File: src/rtl/mc_control_unit_if.sv
// ---------------------------------------------------------------------------
// mc_control_unit_if
//   Bundles the signals exchanged between the multicycle control unit and the
//   datapath.
//
//   Signals:
//     opcode        [5:0]  instruction bits [31:26] from the instruction register
//     output_signal [15:0] control word, in the datapath's concatenation order
//     state         [3:0]  current control state encoding (debug)
//     instr_count   [W-1:0] retired-instruction counter
//     illegal_op           sticky undecodable-opcode flag
//
//   Modports:
//     master - control unit side (consumes opcode, drives everything else)
//     slave  - datapath / observer side
// ---------------------------------------------------------------------------
interface mc_control_unit_if #(
    parameter int unsigned INSTR_CNT_WIDTH = 32
);
    logic [5:0]                 opcode;
    logic [15:0]                output_signal;
    logic [3:0]                 state;
    logic [INSTR_CNT_WIDTH-1:0] instr_count;
    logic                       illegal_op;

    modport master (
        input  opcode,
        output output_signal,
        output state,
        output instr_count,
        output illegal_op
    );

    modport slave (
        output opcode,
        input  output_signal,
        input  state,
        input  instr_count,
        input  illegal_op
    );
endinterface

File: src/rtl/mc_control_unit.sv
// ---------------------------------------------------------------------------
// mc_control_unit
//   Multicycle control FSM. Sequences fetch, decode, execute, memory and
//   write-back steps from the instruction opcode and drives the 16-bit
//   datapath control word as a Moore function of the current state.
//
//   Ports:
//     clk    - system clock, rising edge
//     reset  - asynchronous, active-high reset
//     bus    - mc_control_unit_if.master (opcode in; output_signal, state,
//              instr_count, illegal_op out)
//
//   Control word order, MSB to LSB:
//     PCWriteCond, PCWrite, IorD, MemRead, MemWrite, MemtoReg, IRWrite,
//     PCSource[1:0], ALUOp[1:0], ALUSrcB[1:0], ALUSrcA, RegWrite, RegDst
//
//   Configuration:
//     MC_CTRL_ADDI_EN - when defined, opcode 001000 (ADDI) is decoded through
//                       ADDI_EX/ADDI_WB; otherwise it is an illegal opcode and
//                       encodings 10/11 behave as unused states.
// ---------------------------------------------------------------------------
module mc_control_unit #(
    parameter int unsigned INSTR_CNT_WIDTH = 32
) (
    input  logic               clk,
    input  logic               reset,
    mc_control_unit_if.master  bus
);

    typedef enum logic [3:0] {
        FETCH   = 4'd0,
        DECODE  = 4'd1,
        MEMADR  = 4'd2,
        MEMRD   = 4'd3,
        MEMWB   = 4'd4,
        MEMWR   = 4'd5,
        EXEC    = 4'd6,
        RWB     = 4'd7,
        BRANCH  = 4'd8,
        JUMP    = 4'd9,
        ADDI_EX = 4'd10,
        ADDI_WB = 4'd11
    } state_e;

    localparam logic [5:0] OP_RTYPE = 6'b000000;
    localparam logic [5:0] OP_LW    = 6'b100011;
    localparam logic [5:0] OP_SW    = 6'b101011;
    localparam logic [5:0] OP_BEQ   = 6'b000100;
    localparam logic [5:0] OP_J     = 6'b000010;
    localparam logic [5:0] OP_ADDI  = 6'b001000;

    state_e                     state_q, state_d;
    logic [INSTR_CNT_WIDTH-1:0] count_q;
    logic                       illegal_q, illegal_d;
    logic                       retire;

    // Control word fields
    logic       pc_write_cond, pc_write, i_or_d, mem_read, mem_write;
    logic       mem_to_reg, ir_write, alu_src_a, reg_write, reg_dst;
    logic [1:0] pc_source, alu_op, alu_src_b;
    logic [15:0] ctrl_word;

    // -----------------------------------------------------------------------
    // State, counter and sticky flag registers
    // -----------------------------------------------------------------------
    always_ff @(posedge clk or posedge reset) begin
        if (reset) begin
            state_q   <= FETCH;
            count_q   <= '0;
            illegal_q <= 1'b0;
        end else begin
            state_q   <= state_d;
            illegal_q <= illegal_d;
            if (retire) begin
                count_q <= count_q + 1'b1;  // wraps naturally
            end
        end
    end

    // -----------------------------------------------------------------------
    // Next-state logic
    // -----------------------------------------------------------------------
    always_comb begin
        state_d   = FETCH;
        illegal_d = illegal_q;
        retire    = 1'b0;
        case (state_q)
            FETCH:  state_d = DECODE;
            DECODE: begin
                case (bus.opcode)
                    OP_RTYPE:     state_d = EXEC;
                    OP_LW, OP_SW: state_d = MEMADR;
                    OP_BEQ:       state_d = BRANCH;
                    OP_J:         state_d = JUMP;
`ifdef MC_CTRL_ADDI_EN
                    OP_ADDI:      state_d = ADDI_EX;
`endif
                    default: begin
                        state_d   = FETCH;
                        illegal_d = 1'b1;
                    end
                endcase
            end
            // The instruction register holds opcode stable, so only SW needs
            // to be distinguished here; LW takes the read path.
            MEMADR: state_d = (bus.opcode == OP_SW) ? MEMWR : MEMRD;
            MEMRD:  state_d = MEMWB;
            EXEC:   state_d = RWB;
`ifdef MC_CTRL_ADDI_EN
            ADDI_EX: state_d = ADDI_WB;
            ADDI_WB: begin
                state_d = FETCH;
                retire  = 1'b1;
            end
`endif
            MEMWB, MEMWR, RWB, BRANCH, JUMP: begin
                state_d = FETCH;
                retire  = 1'b1;
            end
            default: state_d = FETCH;
        endcase
    end

    // -----------------------------------------------------------------------
    // Moore control word decode
    // -----------------------------------------------------------------------
    always_comb begin
        pc_write_cond = 1'b0;
        pc_write      = 1'b0;
        i_or_d        = 1'b0;
        mem_read      = 1'b0;
        mem_write     = 1'b0;
        mem_to_reg    = 1'b0;
        ir_write      = 1'b0;
        pc_source     = 2'b00;
        alu_op        = 2'b00;
        alu_src_b     = 2'b00;
        alu_src_a     = 1'b0;
        reg_write     = 1'b0;
        reg_dst       = 1'b0;
        case (state_q)
            FETCH: begin
                mem_read  = 1'b1;
                ir_write  = 1'b1;
                pc_write  = 1'b1;
                alu_src_b = 2'b01;
            end
            DECODE: alu_src_b = 2'b11;
            MEMADR: begin
                alu_src_a = 1'b1;
                alu_src_b = 2'b10;
            end
            MEMRD: begin
                mem_read = 1'b1;
                i_or_d   = 1'b1;
            end
            MEMWB: begin
                reg_write  = 1'b1;
                mem_to_reg = 1'b1;
            end
            MEMWR: begin
                mem_write = 1'b1;
                i_or_d    = 1'b1;
            end
            EXEC: begin
                alu_src_a = 1'b1;
                alu_op    = 2'b10;
            end
            RWB: begin
                reg_write = 1'b1;
                reg_dst   = 1'b1;
            end
            BRANCH: begin
                alu_src_a     = 1'b1;
                alu_op        = 2'b01;
                pc_write_cond = 1'b1;
                pc_source     = 2'b01;
            end
            JUMP: begin
                pc_write  = 1'b1;
                pc_source = 2'b10;
            end
`ifdef MC_CTRL_ADDI_EN
            ADDI_EX: begin
                alu_src_a = 1'b1;
                alu_src_b = 2'b10;
            end
            ADDI_WB: reg_write = 1'b1;
`endif
            default: ;
        endcase
    end

    assign ctrl_word = {pc_write_cond, pc_write, i_or_d, mem_read, mem_write,
                        mem_to_reg, ir_write, pc_source, alu_op, alu_src_b,
                        alu_src_a, reg_write, reg_dst};

    // Forced to zero combinationally during reset so no write-enable is seen
    // while reset is held, independent of the clock.
    assign bus.output_signal = reset ? '0 : ctrl_word;
    assign bus.state         = state_q;
    assign bus.instr_count   = count_q;
    assign bus.illegal_op    = illegal_q;

endmodule

File: src/flat_wrapper.sv
// flat-port wrapper written by rule: the top's interface ports become plain ports
module mc_control_unit_flat 
#(
    parameter int unsigned INSTR_CNT_WIDTH = 32
)
  (clk, reset, bus_opcode, bus_output_signal, bus_state, bus_instr_count, bus_illegal_op);
  mc_control_unit_if #(.INSTR_CNT_WIDTH(INSTR_CNT_WIDTH)) bus_i ();
  input  logic clk;
  input  logic reset;
  input wire logic [$bits(bus_i.opcode)-1:0] bus_opcode;
  output wire logic [$bits(bus_i.output_signal)-1:0] bus_output_signal;
  output wire logic [$bits(bus_i.state)-1:0] bus_state;
  output wire logic [$bits(bus_i.instr_count)-1:0] bus_instr_count;
  output wire logic [$bits(bus_i.illegal_op)-1:0] bus_illegal_op;
  assign bus_i.opcode = bus_opcode;
  assign bus_output_signal = bus_i.output_signal;
  assign bus_state = bus_i.state;
  assign bus_instr_count = bus_i.instr_count;
  assign bus_illegal_op = bus_i.illegal_op;
  mc_control_unit #(.INSTR_CNT_WIDTH(INSTR_CNT_WIDTH)) u_core (.clk(clk), .reset(reset), .bus(bus_i));
endmodule
File: config.mk
export PLATFORM = sky130hd
export DESIGN_NAME = mc_control_unit_flat
export DESIGN_NICKNAME = d
export VERILOG_FILES = /design/src/rtl/mc_control_unit_if.sv /design/src/rtl/mc_control_unit.sv /design/src/flat_wrapper.sv
export SDC_FILE = /design/constraint.sdc
export NUM_CORES = 1
export LEC_CHECK = 0
export CORE_MARGIN = 2
export CORE_UTILIZATION = 45
export DETAILED_ROUTE_END_ITERATION = 16
export MAX_ROUTING_LAYER = met4
export PLACE_DENSITY = 0.81
export SLEW_MARGIN = 20
export SYNTH_ARGS = -nofsm -noshare
export SYNTH_HDL_FRONTEND = slang
export SYNTH_SLANG_ARGS = --single-unit
File: constraint.sdc
create_clock -name clk -period 6.8 [get_ports clk]
set_input_delay 1.7 -clock clk [delete_from_list [all_inputs] [get_ports clk]]
set_output_delay 1.7 -clock clk [all_outputs]
set_load 0.005 [all_outputs]
==> impl_table.tex <==
\begin{tabular}{lr}
\hline
Metric & Value \\
\hline
\multicolumn{2}{l}{\textbf{Outcome}} \\
Run status & finished clean \\
\multicolumn{2}{l}{\textbf{Setup path}} \\
CP top delay family & buffers and inverters \\
Reg-to-reg critical path startpoint & u\_core.bus.state[2]\$\_DFF\_PP0\_ \\
Delay of the slowest critical-path stage & about 0.5 ns \\
Category of the worst setup path capture point & output port \\
Worst setup endpoint & bus\_output\_signal[0] \\
Most used cell, CP & sky130\_fd\_sc\_hd\_\_clkdlybuf4s50\_1 \\
Startpoint of the most critical setup path & reset \\
Type of origin of the critical path & primary input \\
Internal reg-to-reg setup slack & 4.55 ns \\
Setup CP Type & primary input to output port \\
Worst R2R End & u\_core.bus.instr\_count[31]\$\_DFFE\_PP0P\_ \\
Cell breakdown of the critical path & clkdlybuf4s50\_1 -> inv\_1 -> buf\_4 -> nand2b\_1 -> nor2\_1 -> clkdlybuf4s50\_1 \\
Largest fanout on the critical path & 38 \\
Required time of the critical path & 5.10 ns \\
R2r worst-path depth & 5 \\
Worst path slowest cell & sky130\_fd\_sc\_hd\_\_clkdlybuf4s50\_1 \\
CP Data Arrival Time & 3.53 ns \\
Number of buffers and inverters on the critical path & 4 \\
Crit. path cell count & 6 \\
\multicolumn{2}{l}{\textbf{Logic synthesis}} \\
FFs w/ async S/R, synth & 1.00 \\
Most instantiated library cell after synthesis & sky130\_fd\_sc\_hd\_\_dfrtp\_1 \\
Share of synthesized area occupied by flip-flops and latches & 0.482 \\
Synthesized area per cell & approximately 10 µm² \\
Area share of the largest cell type after synthesis & 0.482 \\
Count of synthesis-stage warnings from yosys & 0 \\
Syn Inst Count & 187 \\
Area of the mapped netlist & 0.00192 mm² \\
Total nets after synthesis & between 150 and 200 \\
Number of enable-type register cells in the synthesized netlist & 0 \\
Main flop type after synthesis & sky130\_fd\_sc\_hd\_\_dfrtp\_1 \\
Number of storage elements in the synthesis netlist & 37 \\
Ranking of synthesized cells by instance count & 37 x sky130\_fd\_sc\_hd\_\_dfrtp\_1, 22 x sky130\_fd\_sc\_hd\_\_xnor2\_1, 19 x sky130\_fd\_sc\_hd\_\_nor2\_1, 18 x sky130\_fd\_sc\_hd\_\_nand2\_1 \\
Library cell with the largest summed area after synthesis & sky130\_fd\_sc\_hd\_\_dfrtp\_1 \\
Unique cell type count in the Yosys netlist & 38 \\
Cell types occupying the most area after synthesis & sky130\_fd\_sc\_hd\_\_dfrtp\_1 48\%, sky130\_fd\_sc\_hd\_\_xnor2\_1 10\%, sky130\_fd\_sc\_hd\_\_xor2\_1 5.0\%, sky130\_fd\_sc\_hd\_\_nor2\_1 3.7\%, sky130\_fd\_sc\_hd\_\_nand2\_1 3.5\% \\
\multicolumn{2}{l}{\textbf{Detailed routing}} \\
Overall via count from detail\_route & $\sim$1600 \\
Total Routed Length & 4210 µm \\
Number of DRC violations after detailed-routing iteration 0 & 84 \\
Final routed DRC violation total & 0 \\
Number of optimization iterations in the first detailed-route pass & 4 \\
Routed length per instance & 14.0 µm \\
Average vias per placed instance & 5.21 \\
Count of nets left with antenna violations after detail routing & 0 \\
\multicolumn{2}{l}{\textbf{Floorplanning}} \\
Vert. Die Dim & 69.3 µm \\
Initial core utilization & 0.473 \\
Die ar. & 0.00480 mm² \\
Number of rows created at floorplan & 23 \\
Number of primary I/O pins & 61 \\
Die boundary width & 69.3 µm \\
Standard cell core area & 0.00406 mm² \\
\multicolumn{2}{l}{\textbf{STA}} \\
Final setup TNS & 0 ns \\
Hold Worst Slack & 0.468 ns \\
Total count of hold-check failures in the final report & 0 \\
Final setup viols & 0 \\
Max\_slew headroom & 0.666 \\
Maximum operating frequency & 191 MHz \\
Max-slew violations & 0 \\
RSZ-0062 raised after global routing & false \\
Measured slew at the worst slew-check pin & 0.501 ns \\
Final worst path period share & 0.768 \\
Minimum clock period after layout & 5.23 ns \\
Post-route clock skew & 0.00756 ns \\
\multicolumn{2}{l}{\textbf{Final layout}} \\
Layout fillers & 334 \\
Post-synthesis to final-layout area growth & 38.1\% \\
Final-stage net count & 259 \\
Diode insertion count for antenna repair & 0 \\
Proportion of layout cells with a drive suffix above 1 & 0.0640 \\
\multicolumn{2}{l}{\textbf{Power and ir drop}} \\
Cell-internal power & 0.378 mW \\
Psw & 0.149 mW \\
Sequential fraction of design power & 0.486 \\
Cell Pwr Density & 199 mW/mm² \\
Logic pwr share & 0.220 \\
Total leakage power & 1.14 nW \\
Sw Share & 0.283 \\
Worst vdd ir & 132 µV \\
Power share of the clock group & 0.293 \\
\multicolumn{2}{l}{\textbf{Placed design}} \\
Final estimated routing congestion in global placement & approximately 0.77 \\
DPL Wire Length & 3060 µm \\
Number of buffers added on ports & 60 \\
\multicolumn{2}{l}{\textbf{Clock tree}} \\
Root buffer cell & sky130\_fd\_sc\_hd\_\_clkbuf\_8 \\
Insertion delay of the later-clocked pin in the worst-skew pair & 0.29 ns \\
Number of buffers created by CTS & 5 \\
Cts hold-fix bufs & 0 \\
TritonCTS sink count & 37 \\
Number of gates given a new drive strength after cts & 0 \\
Post-CTS setup-driven buffer insertion count & 0 \\
Post-CTS clock slew at the launch and capture registers of the worst setup and hold paths & 0.07 ns \\
Buffer levels on the longest clock path & 2 \\
CTS tree & done \\
H-tree levels & 2 \\
\multicolumn{2}{l}{\textbf{Global route}} \\
Overflow after GRT & 0 \\
Wire length of the first global-routing pass & just over 7000 µm \\
Total routing resource utilization after global routing & 0.194 \\
Largest net degree at the start of global routing & 39 \\
Vias in the first global route & between 1000 and 1500 \\
Number of antenna violations at the first check in global routing & 0 \\
\multicolumn{2}{l}{\textbf{Worst hold path}} \\
HP Class & flip-flop to flip-flop \\
Hold\_sp & u\_core.bus.illegal\_op\$\_DFFE\_PP0P\_ \\
\multicolumn{2}{l}{\textbf{Run}} \\
Max Cap Viol & 0 \\
\hline
\end{tabular}
layer usage:
layer | track usage | routed length [µm]
met1 | 0.242 | 1920
met2 | 0.309 | 2060
met3 | 0.0451 | 154
met4 | 0.0719 | 67
met5 | - | 0
worst min-delay path by stage:
stage	endpoint	depth (start not counted)
2_1_floorplan	u_core.bus.illegal_op$_DFFE_PP0P_	1
3_3_place_gp	u_core.bus.instr_count[31]$_DFFE_PP0P_	1
3_5_place_dp	u_core.bus.illegal_op$_DFFE_PP0P_	1
4_1_cts	u_core.bus.illegal_op$_DFFE_PP0P_	1
5_1_grt	u_core.bus.instr_count[26]$_DFFE_PP0P_	1
6_report	u_core.bus.illegal_op$_DFFE_PP0P_	1
power groups by stage:
| stage | Clock, mW | Combinational [mW] | Sequential (mW) |
|---|---|---|---|
| 2_1_floorplan | 0 | 0.0652 | 0.249 |
| 3_3_place_gp | 0 | 0.114 | 0.259 |
| 3_5_place_dp | 0 | 0.117 | 0.260 |
| 4_1_cts | 0.160 | 0.118 | 0.256 |
| 5_1_grt | 0.168 | 0.128 | 0.259 |
| 6_report | 0.155 | 0.116 | 0.256 |
sequential cells by signal, summed over array words and instances (netlist names):
register / flops
u_core.bus.illegal_op: 1
u_core.bus.state: 4
u_core.bus.instr_count: 32
cells in the final DEF (no fill, tap or decap), types with 3 or more instances in the layout:
cell type,instances
sky130_fd_sc_hd__nand2b_1,3
sky130_fd_sc_hd__nand4_1,5
sky130_fd_sc_hd__and3_1,6
sky130_fd_sc_hd__or3_1,5
sky130_fd_sc_hd__xnor2_1,22
sky130_fd_sc_hd__clkdlybuf4s50_1,60
sky130_fd_sc_hd__clkbuf_8,6
sky130_fd_sc_hd__xor2_1,11
sky130_fd_sc_hd__nor4b_1,3
sky130_fd_sc_hd__inv_1,5
sky130_fd_sc_hd__nor2_1,19
sky130_fd_sc_hd__dfrtp_1,37
sky130_fd_sc_hd__nand3_1,11
sky130_fd_sc_hd__nor3_1,5
sky130_fd_sc_hd__and4_1,7
sky130_fd_sc_hd__nand2_1,18
worst register-to-register path: cells and delay by family, from the launching register on:
kind,cells,cell delay (ns)
DFF,1,0.54
and+or+nand+nor,3,1.01
xor gates and xnor gates,1,0.15
AOI/OAI and AO/OA,1,0.44
cell type report:
class / count / area (µm²) / share of cell area
Sequential cell: 37 / 926 / 0.349
Clock inverter: 1 / 7.51 / 0.00283
Tap cell: 50 / 62.6 / 0.0236
Multi-Input combinational cell: 140 / 945 / 0.356
Timing Repair Buffer: 61 / 608 / 0.229
Inverter: 5 / 18.8 / 0.00708
Clock buffer: 6 / 82.6 / 0.0312
cells by family after synthesis:
group / after synthesis / share of synthesized area
DFF: 37 / 0.482
adders and majority gates: 1 / 0.00652
muxes: 1 / 0.00587
buffers and inverters: 10 / 0.0254
xor gates and xnor gates: 33 / 0.151
and+or+nand+nor: 95 / 0.293
AOI/OAI and AO/OA: 10 / 0.0359
per-stage QoR:
step	power [mW]	utilization	worst slack, ns	std cells	cell area (µm²)
2_1_floorplan	0.314	-	2.22	187	1920
3_3_place_gp	0.373	0.631	1.60	293	2560
3_5_place_dp	0.377	0.631	1.54	293	2560
4_1_cts	0.534	0.653	1.54	300	2650
5_1_grt	0.556	0.653	1.38	300	2650
6_report	0.527	0.653	1.57	300	2650
Note: power is estimated with default switching activity, not from simulation.
==> RTL change 1: new RTL, same settings <==
`INSTR_CNT_WIDTH` is set to 32 in 3 places; all go to 48.
--- a/src/rtl/mc_control_unit_if.sv
+++ b/src/rtl/mc_control_unit_if.sv
@@ -16,5 +16,5 @@
 // ---------------------------------------------------------------------------
 interface mc_control_unit_if #(
-    parameter int unsigned INSTR_CNT_WIDTH = 32
+    parameter int unsigned INSTR_CNT_WIDTH = 48
 );
     logic [5:0]                 opcode;
--- a/src/rtl/mc_control_unit.sv
+++ b/src/rtl/mc_control_unit.sv
@@ -21,5 +21,5 @@
 // ---------------------------------------------------------------------------
 module mc_control_unit #(
-    parameter int unsigned INSTR_CNT_WIDTH = 32
+    parameter int unsigned INSTR_CNT_WIDTH = 48
 ) (
     input  logic               clk,
--- a/src/flat_wrapper.sv
+++ b/src/flat_wrapper.sv
@@ -2,5 +2,5 @@
 module mc_control_unit_flat 
 #(
-    parameter int unsigned INSTR_CNT_WIDTH = 32
+    parameter int unsigned INSTR_CNT_WIDTH = 48
 )
   (clk, reset, bus_opcode, bus_output_signal, bus_state, bus_instr_count, bus_illegal_op);
Ports: changed (resized bus_instr_count); port bits go from 61 to 77. No check against the original RTL was run, so the function may have changed too.
==> RTL change 1 against the unedited design <==
Area after synthesis rose by 41%; sequential share of layout area rose by 1.8 points; fmax fell by 0.76%; worst setup slack got worse by 0.040 ns; sequential cell count rose by 16; non-clock buffer count rose by 15; power rose by 29%; worst hold slack got worse by 0.00069 ns; cell area rose by 36%; routed wire length rose by 51%; final cell count rose by 36%; critical path type unchanged; largest power group unchanged.
==> RTL change 1: results (changes against the unedited design) <==
metric	value	unit	change
ys_top_cells_by_count	dfrtp_1, xnor2_1, nand2_1, nor2_1, xor2_1		was dfrtp_1, xnor2_1, nor2_1, nand2_1
ys_seq_area_frac	0.491		was 0.482
yosys_warnings	0		unchanged
grt_usage	0.209		was 0.194
cts_buffers	5		unchanged
async_reset_ff_frac	1.00		unchanged
clk_pin_slew_worst_paths	0.09	ns	was 0.07 ns
synth.net_count	267		was 196
yosys.area_share.adder	0.00463		was 0.00652
slew-limit-headroom	0.397		was 0.666
leakagePower	1.46	nW	was 1.14 nW
final_layout_size_suffix_gt1_frac	0.0599		was 0.0640
status	finished clean		unchanged
cts_buffer_depth	2		unchanged
cts_htree_levels	2		unchanged
clk_latency	0.30	ns	
grt_max_degree	54		was 39
fin_area	0.00361	mm^2	was 0.00265 mm^2
synth_cell_types	40		was 38
peakVddDrop	0.000101	V	was 0.000132 V
dp_hpwl	4.65	mm	was 3.06 mm
grt_pass1_wl	10.5	mm	was 7.21 mm
num_vias	2219		was 1,562
gp_congestion	0.825		was 0.771
syn_area_per_cell	10.5	um^2	was 10.3 um^2
synthMuxAreaShare	0.00833		was 0.00587
synth-compound-area-share	0.0472		was 0.0359
dr.pass1.iters	4		unchanged
cp.arrival	3.57	ns	was 3.53 ns
routedWlPerCell	15.5	um	was 14.0 um
viasPerCell	5.43		was 5.21
diodes	0		unchanged
port_buffers	76		was 60
place_area	0.00352	mm^2	was 0.00256 mm^2
antenna_found_initial	0		unchanged
final.setup_skew	0.00411	ns	was 0.00756 ns
cts_resized	0		unchanged
cp_max_fo	9		was 38
clock-root-buffer	clkbuf_8		unchanged
grt_pass1_vias	2112		was 1,499
min_path_type	reg -> reg		unchanged
synthXorXnorAreaFrac	0.169		was 0.151
yosys-top-cells-area	dfrtp_1, xnor2_1, xor2_1		unchanged
postCtsSetupBuffers	0		unchanged
drt_iter0_drc	112		was 84
largest_reg_flops	48		was 32
nets	343		was 259
dp.cells	402		was 293
dpl_worst_slack	1.56	ns	was 1.54 ns
-- RTL change 1: cell count changes after synthesis, sizes merged, moves of 3 or more --
cell,delta
and3,-3
nand4,+10
and4,-4
dfrtp,+16
nor4,+8
clkbuf,+4
xnor2,+10
nand2,+7
xor2,+7
nor3,+11
inv,+6
-- RTL change 1: layout make-up --
class | count | area (um^2)
fill | 486 | 2240
sequential | 53 | 1330
multi-input combinational | 187 | 1300
timing repair buffer | 76 | 761
tap | 75 | 93.8
clock buffer | 7 | 86.3
inverter | 11 | 42.5
-- RTL change 1: kinds of logic (layout without fill, tap and decap cells) --
logic type                 count (synthesis)  in the layout
and+or+nand+nor                          121            121
DFF                                       53             53
xor gates and xnor gates                  50             50
buffers and inverters                     18             94
AOI/OAI and AO/OA                         13             13
muxes                                      2              2
adders and majority gates                  1              1
-- RTL change 1: worst max-delay path: stages --
cell             delay (ns)
clkdlybuf4s50_1        0.56
or3_1                  0.43
nor3_1                 0.23
or2_2                  0.16
clkdlybuf4s50_1        0.49
-- RTL change 1: path summary, 6_finish.rpt --
check / from / to / slack, ns / cells after the start
worst max-delay path: reset / bus_output_signal[14] / 1.53 / 5
worst min-delay path: u_core.bus.instr_count[47]$_DFFE_PP0P_ / u_core.bus.instr_count[47]$_DFFE_PP0P_ / 0.47 / 1
worst max register to register: u_core.bus.state[0]$_DFF_PP0_ / u_core.bus.instr_count[41]$_DFFE_PP0P_ / 4.41 / 5
worst min register to register: u_core.bus.instr_count[47]$_DFFE_PP0P_ / u_core.bus.instr_count[47]$_DFFE_PP0P_ / 0.47 / 1
max in group asynchronous: reset / u_core.bus.instr_count[26]$_DFFE_PP0P_ / 4.18 / 2
min in group asynchronous: reset / u_core.bus.state[1]$_DFF_PP0_ / 2.10 / 2
-- RTL change 1: where the power goes --
part | switching [mW] | leakage [nW] | internal, mW | total (mW)
clock | 0.0977 | 0.0443 | 0.0810 | 0.179
sequential | 0.0350 | 0.727 | 0.330 | 0.365
combinational | 0.0622 | 0.693 | 0.0740 | 0.136
total | 0.195 | 1.46 | 0.485 | 0.680
-- RTL change 1: metal layers --
layer / up-vias / track usage / wire (um)
li1: 1054 / - / -
met1: 1120 / 0.273 / 2820
met2: 37 / 0.340 / 3290
met3: 8 / 0.0407 / 172
met4: 0 / 0.0441 / 63
met5: - / - / 0
==> RTL change 2: new RTL, same settings <==
Made on the original files. Reset style: synchronous (`reset`), changed in one clocked block. Comments in the files are not updated.
--- a/src/rtl/mc_control_unit.sv
+++ b/src/rtl/mc_control_unit.sv
@@ -64,5 +64,5 @@
     // State, counter and sticky flag registers
     // -----------------------------------------------------------------------
-    always_ff @(posedge clk or posedge reset) begin
+    always_ff @(posedge clk) begin
         if (reset) begin
             state_q   <= FETCH;
Function: differs if reset is asserted again (counterexample within 4 cycles, from zero or initial values and one cycle with reset high); with reset held inactive, the same outputs for 10 cycles.
==> RTL change 2 against the unedited design <==
Area after synthesis is 1.3% higher; worst setup slack worse by 0.34 ns; routed wire length is 10% higher; sequential cell count stayed put; synthesized cell count is 29% higher; critical path depth stayed put; global-route usage is 1.1 points higher; die area is 1.2% higher; via count is 25% higher; cell area is 0.76% higher.
Power is not compared: it rests on default switching activity, and its combinational part moved more than twofold at a synthesized area within 25%.
==> RTL change 2: results (changes against the unedited design) <==
metric	value	unit	change
cts_resized	0		unchanged
final_layout_size_suffix_gt1_frac	0.0533		was 0.0640
slew-limit-headroom	0.450		was 0.666
synth_cell_types	43		was 38
clk_pin_slew_worst_paths	0.07	ns	about the same
netlist_instances	242		was 187
grt_usage	0.205		was 0.194
grt_max_degree	28		was 39
leakagePower	0.858	nW	
cp_max_fo	27		was 38
drc	0		unchanged
cts_buffers	5		unchanged
final.setup_skew	0.00625	ns	was 0.00756 ns
dr.pass1.iters	4		unchanged
synth.net_count	251		was 196
min_path_type	reg -> reg		unchanged
port_buffers	60		unchanged
peakVddDrop	0.000128	V	
use_met3	0.0407		was 0.0451
grt_pass1_wl	7.99	mm	was 7.21 mm
async_reset_ff_frac	0		was 1.00
postCtsSetupBuffers	0		unchanged
gp_congestion	0.823		was 0.771
yosys-top-cells-area	dfxtp_1, xnor2_1, nor2_1		was dfrtp_1, xnor2_1, xor2_1
cts_buffer_depth	2		unchanged
yosys_warnings	0		unchanged
grt_use_met2	0.322		was 0.309
ys_top_cells_by_count	nor2_1, dfxtp_1, xnor2_1, nand2_1, nor4_1		was dfrtp_1, xnor2_1, nor2_1, nand2_1
drt-total-wl	4.63	mm	was 4.21 mm
drt_iter0_drc	135		was 84
diodes	0		unchanged
grt_pass1_vias	1786		was 1,499
synthMuxAreaShare	0.0225		was 0.00587
synth-compound-area-share	0.0656		was 0.0359
yosys.area_share.adder	0.00644		was 0.00652
largest_reg_flops	32		unchanged
synthXorXnorAreaFrac	0.113		was 0.151
nets	308		was 259
cts_htree_levels	2		unchanged
clock-root-buffer	clkbuf_8		unchanged
dp_hpwl	3.32	mm	was 3.06 mm
antenna_found_initial	0		unchanged
routedWlPerCell	13.2	um	was 14.0 um
dp.cells	342		was 293
viasPerCell	5.56		was 5.21
cp.arrival	3.86	ns	was 3.53 ns
status	finished clean		unchanged
grtUsageMet1	0.256		was 0.242
ys_seq_area_frac	0.381		was 0.482
clk_latency	0.28	ns	
RTL change 2: where the power goes:
group	total (mW)	internal [mW]	leakage, nW	switching (mW)
clock	0.194	0.120	0.0585	0.0748
combinational	0.0257	0.0137	0.501	0.0120
sequential	0.221	0.218	0.298	0.00288
RTL change 2: path summary, 6_finish.rpt:
path	start	end	slack, ns	depth (start not counted)
max	reset	bus_output_signal[14]	1.24	6
min	u_core.bus.illegal_op$_SDFFE_PP0P_	u_core.bus.illegal_op$_SDFFE_PP0P_	0.51	2
max reg2reg	u_core.bus.state[0]$_SDFF_PP0_	u_core.bus.instr_count[30]$_SDFFE_PP0P_	4.07	6
min reg2reg	u_core.bus.illegal_op$_SDFFE_PP0P_	u_core.bus.illegal_op$_SDFFE_PP0P_	0.51	2
RTL change 2: layout make-up:
| cell class | instances | area, um^2 |
|---|---|---|
| Fill cell | 370 | 1420 |
| Sequential cell | 37 | 741 |
| Clock buffer | 7 | 86.3 |
| Clock inverter | 1 | 30.0 |
| Timing Repair Buffer | 62 | 616 |
| Tap cell | 50 | 62.6 |
| Multi-Input combinational cell | 189 | 1120 |
| Inverter | 4 | 15.0 |
RTL change 2: cell families after synthesis:
kind of cell    count (synthesis)
buf+inv                        16
simple gates                  139
mux                             4
flops                          37
fa+ha+maj                       1
compound gates                 20
xor+xnor                       25
RTL change 2: routing by layer:
metal	part of all wire	vias to the layer above
li1	-	972
met5	0	-
met1	0.46	903
met3	0.045	11
met2	0.48	59
met4	0.018	0
RTL change 2: stage by stage:
step           instance area (um^2)  setup slack [ns]   util
5_1_grt                        2670              1.07  0.653
2_1_floorplan                  1940              2.65      -
3_5_place_dp                   2550              1.25  0.625
4_1_cts                        2670              1.25  0.653
6_report                       2670              1.24  0.653
3_3_place_gp                   2550              1.26  0.625
RTL change 2: worst max-delay path: stages:
cell             delay (ns)
clkdlybuf4s50_1        0.78
buf_4                  0.37
nand2b_1               0.21
nor2_1                 0.07
or2_2                  0.26
clkdlybuf4s50_1        0.45
